`config.mk`:
```
export PLATFORM = sky130hd
export DESIGN_NAME = ram_write_arb
export DESIGN_NICKNAME = d
export VERILOG_FILES = /design/src/rtl/ram_write_arb.sv
export SDC_FILE = /design/constraint.sdc
export NUM_CORES = 1
export LEC_CHECK = 0
export CAP_MARGIN = 20
export CORE_ASPECT_RATIO = 0.9
export CORE_MARGIN = 5
export CORE_UTILIZATION = 58
export DETAILED_ROUTE_END_ITERATION = 6
export GPL_TIMING_DRIVEN = 0
export HOLD_SLACK_MARGIN = 0.06
export PLACE_DENSITY = 0.76
export SLEW_MARGIN = 0
export SYNTH_ARGS = -nofsm -noshare
export SYNTH_HDL_FRONTEND = slang
export SYNTH_SLANG_ARGS = --single-unit
```
`constraint.sdc`:
```
create_clock -name clk -period 4.6 [get_ports clk]
set_input_delay 0.46 -clock clk [delete_from_list [all_inputs] [get_ports clk]]
set_output_delay 0.46 -clock clk [all_outputs]
set_load 0.02 [all_outputs]
```
`src/rtl/ram_write_arb.sv`:
```
// ram_write_arb: four per-direction write FIFOs round-robin arbitrated onto one RAM write port.
// Optional macro RAM_WR_ARB_PERF_EN adds saturating blocked-cycle and issued-write counters.
package vector_cache_pkg;
    typedef struct packed {
        logic [2:0]  dest_ram_id;
        logic [7:0]  addr;
        logic [31:0] data;
    } write_ram_pld_t;
endpackage

module ram_write_arb
    import vector_cache_pkg::*;
#(
    parameter int DEPTH = 4,
    parameter int NDIR  = 4
) (
    input  logic                      clk,
    input  logic                      rst,
    input  logic [NDIR-1:0]           in_vld,
    input  write_ram_pld_t [NDIR-1:0] in_pld,
    input  logic                      ram_rd_busy,
    output logic                      ram_wr_vld,
    output write_ram_pld_t            ram_wr_pld,
    output logic [1:0]                ram_wr_src,
    output logic [NDIR-1:0]           credit_rtn,
    output logic [NDIR-1:0]           fifo_ovf_err,
    output logic                      idle
`ifdef RAM_WR_ARB_PERF_EN
    ,
    output logic [31:0]               perf_blk_cnt,
    output logic [31:0]               perf_wr_cnt
`endif
);

    localparam int PW = $clog2(DEPTH);
    localparam int CW = $clog2(DEPTH + 1);

    write_ram_pld_t  mem  [NDIR][DEPTH];
    logic [PW-1:0]   wptr [NDIR];
    logic [PW-1:0]   rptr [NDIR];
    logic [CW-1:0]   cnt  [NDIR];
    logic [1:0]      rr_ptr;

    logic [NDIR-1:0] nonempty;
    logic [NDIR-1:0] full;
    logic [NDIR-1:0] pop;
    logic [NDIR-1:0] push;
    logic [NDIR-1:0] ovf;
    logic            grant_vld;
    logic [1:0]      grant_idx;

    // Upstream has no ready: in_vld is a fire-and-forget push, and each pop
    // returns one credit_rtn pulse so the sender can track free slots.
    always_comb begin
        for (int i = 0; i < NDIR; i++) begin
            nonempty[i] = (cnt[i] != '0);
            full[i]     = (cnt[i] == CW'(DEPTH));
        end
    end

    // Scan from the farthest offset down so the nearest non-empty index after rr_ptr wins.
    always_comb begin
        logic [1:0] idx;
        grant_vld = 1'b0;
        grant_idx = rr_ptr;
        idx       = '0;
        if (!rst && !ram_rd_busy) begin
            for (int k = NDIR - 1; k >= 0; k--) begin
                idx = rr_ptr + 2'(k);
                if (nonempty[idx]) begin
                    grant_vld = 1'b1;
                    grant_idx = idx;
                end
            end
        end
    end

    always_comb begin
        pop = '0;
        if (grant_vld) pop[grant_idx] = 1'b1;
        for (int i = 0; i < NDIR; i++) begin
            push[i] = in_vld[i] && (!full[i] || pop[i]);
            ovf[i]  = in_vld[i] && full[i] && !pop[i];
        end
    end

    assign credit_rtn = pop;
    assign idle       = ~|nonempty && !ram_wr_vld;

    always_ff @(posedge clk) begin
        for (int i = 0; i < NDIR; i++) begin
            if (!rst && push[i]) mem[i][wptr[i]] <= in_pld[i];
        end
    end

    always_ff @(posedge clk) begin
        if (rst) begin
            for (int i = 0; i < NDIR; i++) begin
                wptr[i] <= '0;
                rptr[i] <= '0;
                cnt[i]  <= '0;
            end
            rr_ptr       <= '0;
            ram_wr_vld   <= 1'b0;
            ram_wr_pld   <= '0;
            ram_wr_src   <= '0;
            fifo_ovf_err <= '0;
        end else begin
            for (int i = 0; i < NDIR; i++) begin
                if (push[i]) wptr[i] <= wptr[i] + 1'b1;
                if (pop[i])  rptr[i] <= rptr[i] + 1'b1;
                if (push[i] && !pop[i])      cnt[i] <= cnt[i] + 1'b1;
                else if (!push[i] && pop[i]) cnt[i] <= cnt[i] - 1'b1;
            end
            fifo_ovf_err <= fifo_ovf_err | ovf;
            ram_wr_vld   <= grant_vld;
            if (grant_vld) begin
                ram_wr_pld <= mem[grant_idx][rptr[grant_idx]];
                ram_wr_src <= grant_idx;
                rr_ptr     <= grant_idx + 2'd1;
            end
        end
    end

`ifdef RAM_WR_ARB_PERF_EN
    always_ff @(posedge clk) begin
        if (rst) begin
            perf_blk_cnt <= '0;
            perf_wr_cnt  <= '0;
        end else begin
            if ((|nonempty) && ram_rd_busy && (perf_blk_cnt != '1))
                perf_blk_cnt <= perf_blk_cnt + 32'd1;
            if (grant_vld && (perf_wr_cnt != '1))
                perf_wr_cnt <= perf_wr_cnt + 32'd1;
        end
    end
`endif

endmodule

```
==> results of run 1 <==
synth_stat cells, types with 2 or more instances:
library cell  count
and2_1           21
nand2b_1         45
buf_6             2
nor3b_1           4
edfxtp_1        716
o211ai_1        127
nand2_1         416
clkbuf_1         82
dfxtp_1          52
a211oi_1          2
o21ai_0          51
nor2b_1           3
ha_1             19
a41oi_1           3
buf_1             7
o2111ai_1        42
a21oi_1          17
nand3_1         129
mux4_2           42
nand3b_1          2
a31oi_1           6
nand4_1          46
fa_1              3
and3_1           13
buf_2            28
buf_4             7
xnor2_1           5
inv_1            26
mux2i_1          48
nor3_1           14
or3_1             6
nor2_1           29
area by class of cell:
class	count	area [um2]
flip-flops and latches	768	22500
plain buffers	126	561
well taps	688	861
repair buffers	245	2590
clock buffers	98	2090
multi-input cells	1117	7060
inverters	26	97.6
diodes	7	17.5
clock inverters	37	408
fillers	3299	15400
state kept, by name, indices dropped and copies added (netlist names):
register,count
rr_ptr,2
ram_wr_vld,1
mem,688
rptr,8
fifo_ovf_err,4
ram_wr_src,2
cnt,12
ram_wr_pld,43
wptr,8
layout by cell type, fill, tap and decap left out, types with 10 or more instances in the layout:
cell type	count
o2111ai_1	42
clkinv_2	13
buf_12	10
o21ai_0	51
clkinv_1	11
clkdlybuf4s50_1	233
o211ai_1	127
clkbuf_1	96
nor3_1	14
dfxtp_1	52
nand3_1	129
clkbuf_16	79
mux4_2	42
inv_1	26
a21oi_1	17
ha_1	19
nand2_1	414
nor2_1	29
mux2i_1	48
nand2b_1	45
nand4_1	46
buf_2	28
edfxtp_1	716
worst paths after layout:
path | start | end | slack [ps]
worst max-delay path | cnt[3][0] | credit_rtn[0] | 90
worst min-delay path | in_pld[127] | mem[2][84] | 460
worst max register to register | cnt[3][0] | mem[1][27] | 140
worst min register to register | fifo_ovf_err[3] | fifo_ovf_err[3] | 480
cell families (layout without fill, tap and decap cells):
family                   Yosys count  count (layout)
AO/OA/AOI/OAI                    265             265
multiplexers                      92              92
AND/OR/NAND/NOR                  733             733
flip-flops                       768             768
adder cells (fa/ha/maj)           22              22
other                              0               7
buffers and inverters            153             532
XOR/XNOR                           5               5
metrics by stage:
step,utilization,cells,power (mW),setup TNS [ps]
2_1_floorplan,-,2038,10.8,0
5_1_grt,0.702,3111,19.5,0
3_5_place_dp,0.653,2971,12.7,-19.2
6_report,0.702,3112,19.0,0
4_1_cts,0.701,3106,18.9,0
3_3_place_gp,0.648,2959,12.6,-529130
power groups by stage:
| stage | sequential [mW] | clock, mW | combinational [mW] |
|---|---|---|---|
| floorplan | 8.72 | 0 | 2.12 |
| CTS | 8.48 | 6.27 | 4.14 |
| global placement | 8.62 | 0 | 3.93 |
| global route | 8.52 | 6.58 | 4.44 |
| detailed placement | 8.62 | 0 | 4.10 |
| finish | 8.48 | 6.28 | 4.20 |
routing by layer:
layer / global-route usage / vias to the layer above / wire [um]
li1: - / 8402 / -
met1: 0.400 / 9738 / 31500
met2: 0.487 / 1372 / 41400
met3: 0.0744 / 224 / 10100
met4: 0.105 / 8 / 2970
met5: 0 / - / 46
what timing repair did:
action | CTS | global route
hold buffers | 0 | 0
gates cloned | 0 | 0
setup endpoints to repair | 1 | 85
resized for setup | 1 | 4
==> reports/qor.yml, run 1 <==
gp_congestion: 0.919
critPathMaxStageDelay_ps: 640
gr-usage-all-layers: 0.299
yosysUniqueCellTypes: 57
path_buf_inv: 5
crit_chain: "inv_1 > ha_1 > nor4b_1 > o221ai_1 > a32o_1 > buf_2 > buf_4 > nor2_1 > nand2_2 > inv_1 > clkdlybuf4s50_1"
synthXorXnorAreaFrac: 0.00145
p_int_mw: 13.4
cap_violations: 0
rows: 79
yosys_warnings: 0
timing_worst_slew_pin_value_ps: 1070
via_per_inst: 6.34
hold_viol: 0
swShare: 0.296
path_clk_slew_ps: 60
ir_drop_uv: 331
ys_seq_area_frac: 0.746
place_ws_ps: -2.37
cp-end-kind: "output pin"
p_clk_frac: 0.331
grt_max_degree: 44
wl_mm: 86.0
synth-compound-area-share: 0.0630
route.detailed.drc: 0
synthFlopType: "edfxtp_1"
period_share: 0.980
dieWidth_um: 251
synth_top_cell_area_share: 0.711
cp.depth: 11
whs_path_depth: 1
crit_family: "buffers and inverters"
antenna_found_initial: 11
die_area_um2: 56800
crit_required_ps: 4140
cts_htree_levels: 3
synth_nets: 2239
root_buffer: "clkbuf_16"
synth_area_leaders: "edfxtp_1 71%, nand2_1 5.2%, dfxtp_1 3.4%"
yosysTopAreaCell: "edfxtp_1"
clock_skew_ps: 35.2
clock_path_buffers: 3
synth_cells: 2038
port-buffer-count: 233
whs_ps: 460
stdcell_area_um2: 36200
fmax_ghz: 0.222
pwr-share-seq: 0.447
synth_simple_gate_area_frac: 0.110
area_growth_pct: 19.9
syn-cell-area_um2: 30200
core_region_area_um2: 51600
relSlewSlack: 0.285
hp-class: "input port to flip-flop"
pin_count: 234
placed_area_um2: 33700
drv_slew: 0
crit_arrival_ps: 4050
drive_above_1_share: 0.0939
cp_max_fo: 10
initial_utilization: 0.586
period_needed_ps: 4510
setup_slack_ps: 90.8
synth-edff-count: 716
drt_pass1_iterations: 6
final_antenna_net_count: 0
detailedRoute.firstIterationViolations: 2655
crit_top_cell: "inv_1"
startpoint_type: "flip-flop"
reg2regPathDepth: 12
dp_hpwl_mm: 56.0
cts_setup_buffers: 0
wl_per_cell_um: 27.6
crit_type: "flip-flop to output pin"
clock-sinks: 768
p_comb_frac: 0.222
cts_tree: "built"
slowest_stage: "clkdlybuf4s50_1"
final_nets: 2559
setup_viol_count_final: 0
via_count: 19744
p_leak_nw: 11.9
grt_pass1_vias: 19966
cts_buffers: 74
async_flop_share: 0
grt_overflow_total: 0
outcome: "finished, final reports clean"
synth_top_family_by_area: "simple AND/OR/NAND/NOR gates"
grt_pass1_wl_mm: 125
synth-seq-cells: 768
yosys.area_share.adder: 0.00985
synthMuxAreaShare: 0.0484
rsz0062_at_grt: "false"
clkLatencyLatePin_ps: 640
die_h_um: 227
switchingPower_mw: 5.62
p_per_area_nw_per_um2: 524
syn_area_per_cell_um2: 14.8
Power figures use the tool's default switching activity.
==> run 2: changes to the inputs <==
--- a/config.mk
+++ b/config.mk
@@ -9,6 +9,7 @@
 export CORE_ASPECT_RATIO = 0.9
 export CORE_MARGIN = 5
 export CORE_UTILIZATION = 58
+export CTS_CLUSTER_SIZE = 8
 export DETAILED_ROUTE_END_ITERATION = 6
 export GPL_TIMING_DRIVEN = 0
 export HOLD_SLACK_MARGIN = 0.06
==> run 2 against run 1 <==
First-iteration DRC count fell by 3.2%. Sequential power is essentially flat. Clock power increased by 13%. Worst setup slack better by 72 ps. Routed wire length grew 0.59%. Largest cell class unchanged. Largest power group unchanged. Critical endpoint unchanged. Register-to-register slack better by 130 ps. Via count is 1.3% higher. Sequential share of layout area decreased by 0.93 points.
==> reports/qor.yml, run 2 (synthesized netlist as in run 1, its figures left out) <==
grt_max_degree: 44
mostFrequentLayoutCells: "716 x edfxtp_1, 414 x nand2_1, 233 x clkdlybuf4s50_1"
gr-usage-all-layers: 0.301
core_region_area_um2: 51600
p_leak_nw: 12.1
layout_commonest_cell: "edfxtp_1"
path_clk_slew_ps: 50
crit_chain: "inv_1 > ha_1 > nor4b_1 > o221ai_1 > a32o_1 > buf_2 > buf_4 > nor2_1 > nand2_2 > inv_1 > clkdlybuf4s50_1"
detailedRoute.firstIterationViolations: 2570
gp_congestion: 0.919
clock-sinks: 768
cts_tree: "built"
path_buf_inv: 5
grt_overflow_total: 0
rsz0062_at_grt: "false"
wl_per_cell_um: 27.3
hold_buffers: 0
timing_worst_slew_pin_value_ps: 1110
via_per_inst: 6.30
route.detailed.drc: 0
outcome: "finished, final reports clean"
startpoint_type: "flip-flop"
crit_type: "flip-flop to output pin"
area_growth_pct: 21.7
grt_pass1_vias: 20277
period_needed_ps: 4440
crit_arrival_ps: 3980
period_share: 0.965
whs_ps: 438
clkLatencyLatePin_ps: 660
hold_viol: 0
p_comb_frac: 0.212
ir_drop_uv: 320
final_antenna_net_count: 0
dieWidth_um: 251
tns_ps: 0
switchingPower_mw: 5.85
pwr-share-seq: 0.429
swShare: 0.295
critPathMaxStageDelay_ps: 630
relSlewSlack: 0.255
reg2regPathDepth: 12
final_nets: 2590
cts_setup_buffers: 0
whs_path_depth: 1
die_h_um: 227
antenna_found_initial: 13
setup_viol_count_final: 0
via_count: 19995
fin_util: 0.713
min_from: "in_pld[110]"
clock_path_buffers: 3
r2r_setup_slack_ps: 270
r2r-start: "cnt[3][0]"
slowest_stage: "clkdlybuf4s50_1"
crit_required_ps: 4140
pin_count: 234
p_clk_frac: 0.359
p_per_area_nw_per_um2: 539
rows: 79
fmax_ghz: 0.225
drt_pass1_iterations: 6
grt_pass1_wl_mm: 126
largest_reg_flops: 688
dp_hpwl_mm: 56.0
cp_max_fo: 10
cts_buffers: 105
cts_htree_levels: 3
drv_slew: 0
p_int_mw: 14.0
hp-class: "input port to flip-flop"
clock_skew_ps: 29.4
cp-end-kind: "output pin"
timing.rr.end: "mem[1][34]"
crit_family: "buffers and inverters"
cap_violations: 0
drive_above_1_share: 0.0933
root_buffer: "clkbuf_16"
cts-resized-gates: 1
min_to: "mem[2][110]"
crit_top_cell: "inv_1"
wl_mm: 86.5
initial_utilization: 0.586
die_area_um2: 56800
port-buffer-count: 233
run 2: cell count changes in the layout (fill, tap and decap cells not counted), moves of 4 or more:
| cell | previous run | this run |
|---|---|---|
| bufinv_16 | 9 | 0 |
| clkbuf_1 | 96 | 164 |
| clkbuf_16 | 79 | 106 |
| clkbuf_8 | 4 | 0 |
| clkinv_1 | 11 | 0 |
| clkinv_2 | 13 | 0 |
run 2: cell type report:
cell class / count / area [um2]
Clock buffer: 189 / 2960
Antenna cell: 8 / 20.0
Fill cell: 3245 / 14800
Tap cell: 688 / 861
Clock inverter: 6 / 75.1
Sequential cell: 768 / 22500
Multi-Input combinational cell: 1117 / 7070
Inverter: 26 / 97.6
Buffer: 126 / 561
Timing Repair Buffer: 245 / 2590
run 2: worst reg2reg max path: cells and delay by family (launching register included):
family / cells / cell delay (ps)
AND/OR/NAND/NOR: 4 / 1420
AO/OA/AOI/OAI: 3 / 960
buffers and inverters: 4 / 900
flip-flops: 1 / 410
adder cells (fa/ha/maj): 1 / 300
run 2: metrics by stage:
| step | instances | worst slack, ps | cell area (um2) | total power [mW] |
|---|---|---|---|---|
| 2_1_floorplan | 2038 | 721 | 30200 | 10.8 |
| 3_3_place_gp | 2959 | -1190 | 33400 | 12.6 |
| 3_5_place_dp | 2971 | -2.37 | 33700 | 12.7 |
| 4_1_cts | 3166 | 96.4 | 36700 | 19.8 |
| 5_1_grt | 3173 | 11.9 | 36800 | 20.4 |
| 6_report | 3173 | 163 | 36800 | 19.8 |
run 2: power groups by stage:
stage / sequential, mW / clock [mW] / combinational, mW
final: 8.50 / 7.12 / 4.21
after global routing: 8.53 / 7.47 / 4.44
after CTS: 8.50 / 7.12 / 4.14
after detailed placement: 8.62 / 0 / 4.10
after global placement: 8.62 / 0 / 3.93
after floorplan: 8.72 / 0 / 2.12
run 2: worst max-delay path by stage:
stage / from / endpoint / slack, ps / cells after the start
final: cnt[3][0] / credit_rtn[0] / 160 / 11
after global routing: cnt[3][0] / credit_rtn[0] / 10 / 11
after CTS: cnt[3][0] / credit_rtn[0] / 100 / 11
after detailed placement: rst / mem[1][33] / -2 / 11
after global placement: rst / mem[1][165] / -1190 / 10
after floorplan: cnt[3][0] / mem[1][0] / 720 / 11
run 2: routing by layer:
metal  global-route usage  part of all wire  vias to the layer above
met3               0.0827              0.12                      238
met4                0.106             0.034                       10
met2                0.488              0.48                     1359
met1                0.399              0.37                     9885
met5                    0           0.00070                        -
li1                     -                 -                     8503
==> run 3: changes to the inputs <==
--- a/config.mk
+++ b/config.mk
@@ -7,7 +7,7 @@
 export LEC_CHECK = 0
 export CAP_MARGIN = 20
 export CORE_ASPECT_RATIO = 0.9
-export CORE_MARGIN = 5
+export CORE_MARGIN = 2
 export CORE_UTILIZATION = 58
 export CTS_CLUSTER_SIZE = 8
 export DETAILED_ROUTE_END_ITERATION = 6
==> run 3 against run 2 <==
Via count is 0.60% higher. Critical path type is now flip-flop to flip-flop. Largest cell class unchanged. Power is 0.60% higher. Clock power is 1% higher.
==> reports/qor.yml, run 3 (synthesized netlist as in run 1, its figures left out) <==
clock_path_buffers: 3
crit_required_ps: 5150
cts_htree_levels: 3
via_count: 20115
clock_skew_ps: 29.5
rows: 79
root_buffer: "clkbuf_16"
startpoint_type: "flip-flop"
cts_buffers: 106
grt_overflow_total: 0
crit_chain: "inv_1 > ha_1 > nor4b_1 > o221ai_1 > a32oi_1 > clkbuf_1 > clkbuf_1 > nand2_1 > nand3_1 > o211ai_1 > o211ai_1"
whs_ps: 447
route.detailed.drc: 0
mostFrequentLayoutCells: "716 x edfxtp_1, 416 x nand2_1, 233 x clkdlybuf4s50_1"
wl_per_cell_um: 27.4
p_leak_nw: 12.1
die_h_um: 221
drv_slew: 0
layout_commonest_cell: "edfxtp_1"
core_region_area_um2: 51600
fillCellCount: 3326
clkLatencyLatePin_ps: 660
fmax_ghz: 0.224
p_per_area_nw_per_um2: 543
final_nets: 2588
clock-sinks: 768
cts_setup_buffers: 0
outcome: "finished, final reports clean"
antenna_found_initial: 11
rsz0062_at_grt: "true"
ir_drop_uv: 400
via_per_inst: 6.34
dieWidth_um: 245
drt_pass1_iterations: 6
largest_reg_flops: 688
critPathMaxStageDelay_ps: 970
min_from: "in_pld[48]"
period_needed_ps: 4460
cp_max_fo: 10
path_clk_slew_ps: 50
crit_arrival_ps: 5020
pin_count: 234
final_antenna_net_count: 0
crit_type: "flip-flop to flip-flop"
cp-end-kind: "flip-flop"
cap_violations: 0
dp_hpwl_mm: 54.0
slowest_stage: "a32oi_1"
gr-usage-all-layers: 0.324
wl_mm: 87.0
r2r-start: "cnt[3][0]"
hp-class: "input port to flip-flop"
grt_max_degree: 44
gp_congestion: 0.900
timing_worst_slew_pin_value_ps: 1250
cts_tree: "built"
startpoint: "cnt[3][0]"
total_power_mw: 19.9
period_share: 0.970
detailedRoute.firstIterationViolations: 2821
hold_viol: 0
area_growth_pct: 21.6
port-buffer-count: 233
relSlewSlack: 0.165
grt_pass1_vias: 20329
initial_utilization: 0.586
setup_viol_count_final: 0
die_area_um2: 54000
grt_pass1_wl_mm: 126
drive_above_1_share: 0.0916
## run 3: cell types whose count changed in the layout (fill, tap and decap cells not counted), sizes merged
| cell | change |
|---|---|
| buf | -4 |
| inv | -1 |
| clkbuf | +4 |
| clkinvlp | +1 |
## run 3: where the power goes
| group | leakage, nW | switching [mW] | internal (mW) |
|---|---|---|---|
| Clock | 1.47 | 2.83 | 4.39 |
| Sequential | 6.97 | 0.279 | 8.23 |
| Combinational | 3.66 | 2.79 | 1.43 |
| Total | 12.1 | 5.89 | 14.0 |
## run 3: worst paths after layout
check / cells past startpoint / endpoint / slack, ps
max: 11 / ram_wr_pld[11] / 140
min: 1 / mem[1][134] / 450
max reg2reg: 11 / ram_wr_pld[11] / 140
min reg2reg: 2 / ram_wr_src[1] / 450
## run 3: layout make-up
class                      count  area, um2  share of cell area
inverter                      26       97.6             0.00266
clock buffer                 192       3030              0.0824
tap                          688        861              0.0234
timing repair buffer         241       2490              0.0678
sequential                   768      22500               0.613
clock inverter                 6       73.8             0.00201
buffer                       127        566              0.0154
multi-input combinational   1117       7070               0.192
antenna                        8       20.0            0.000545
## run 3: worst max-delay path: cells and delay by family, from the launching register on
| family | cells | cell delay (ps) |
|---|---|---|
| DFF | 1 | 420 |
| and+or+nand+nor | 3 | 550 |
| buffers and inverters | 3 | 1530 |
| adders and majority gates | 1 | 300 |
| AOI/OAI and AO/OA | 4 | 1540 |
## run 3: through the flow
stage	TNS (ps)	std cells	setup WS, ps	area (um2)	utilization
floorplan	0	2038	721	30200	-
global placement	-570520	2959	-1270	33400	0.648
detailed placement	0	2967	4.26	33600	0.651
CTS	0	3165	60.6	36700	0.712
global route	-91.7	3172	-54.1	36800	0.712
finish	0	3173	136	36800	0.712
## run 3: metal layers
layer / GRT usage / routed length (um) / up-vias
li1: - / - / 8502
met5: 0 / 92 / -
met3: 0.0825 / 10900 / 274
met4: 0.141 / 3370 / 8
met2: 0.520 / 41200 / 1483
met1: 0.426 / 31500 / 9848
## run 3: what timing repair did
item	CTS	global route
endpoints found under the setup margin	2	73
hold buffers	0	0
resized for setup	1	7
pin swaps	0	0
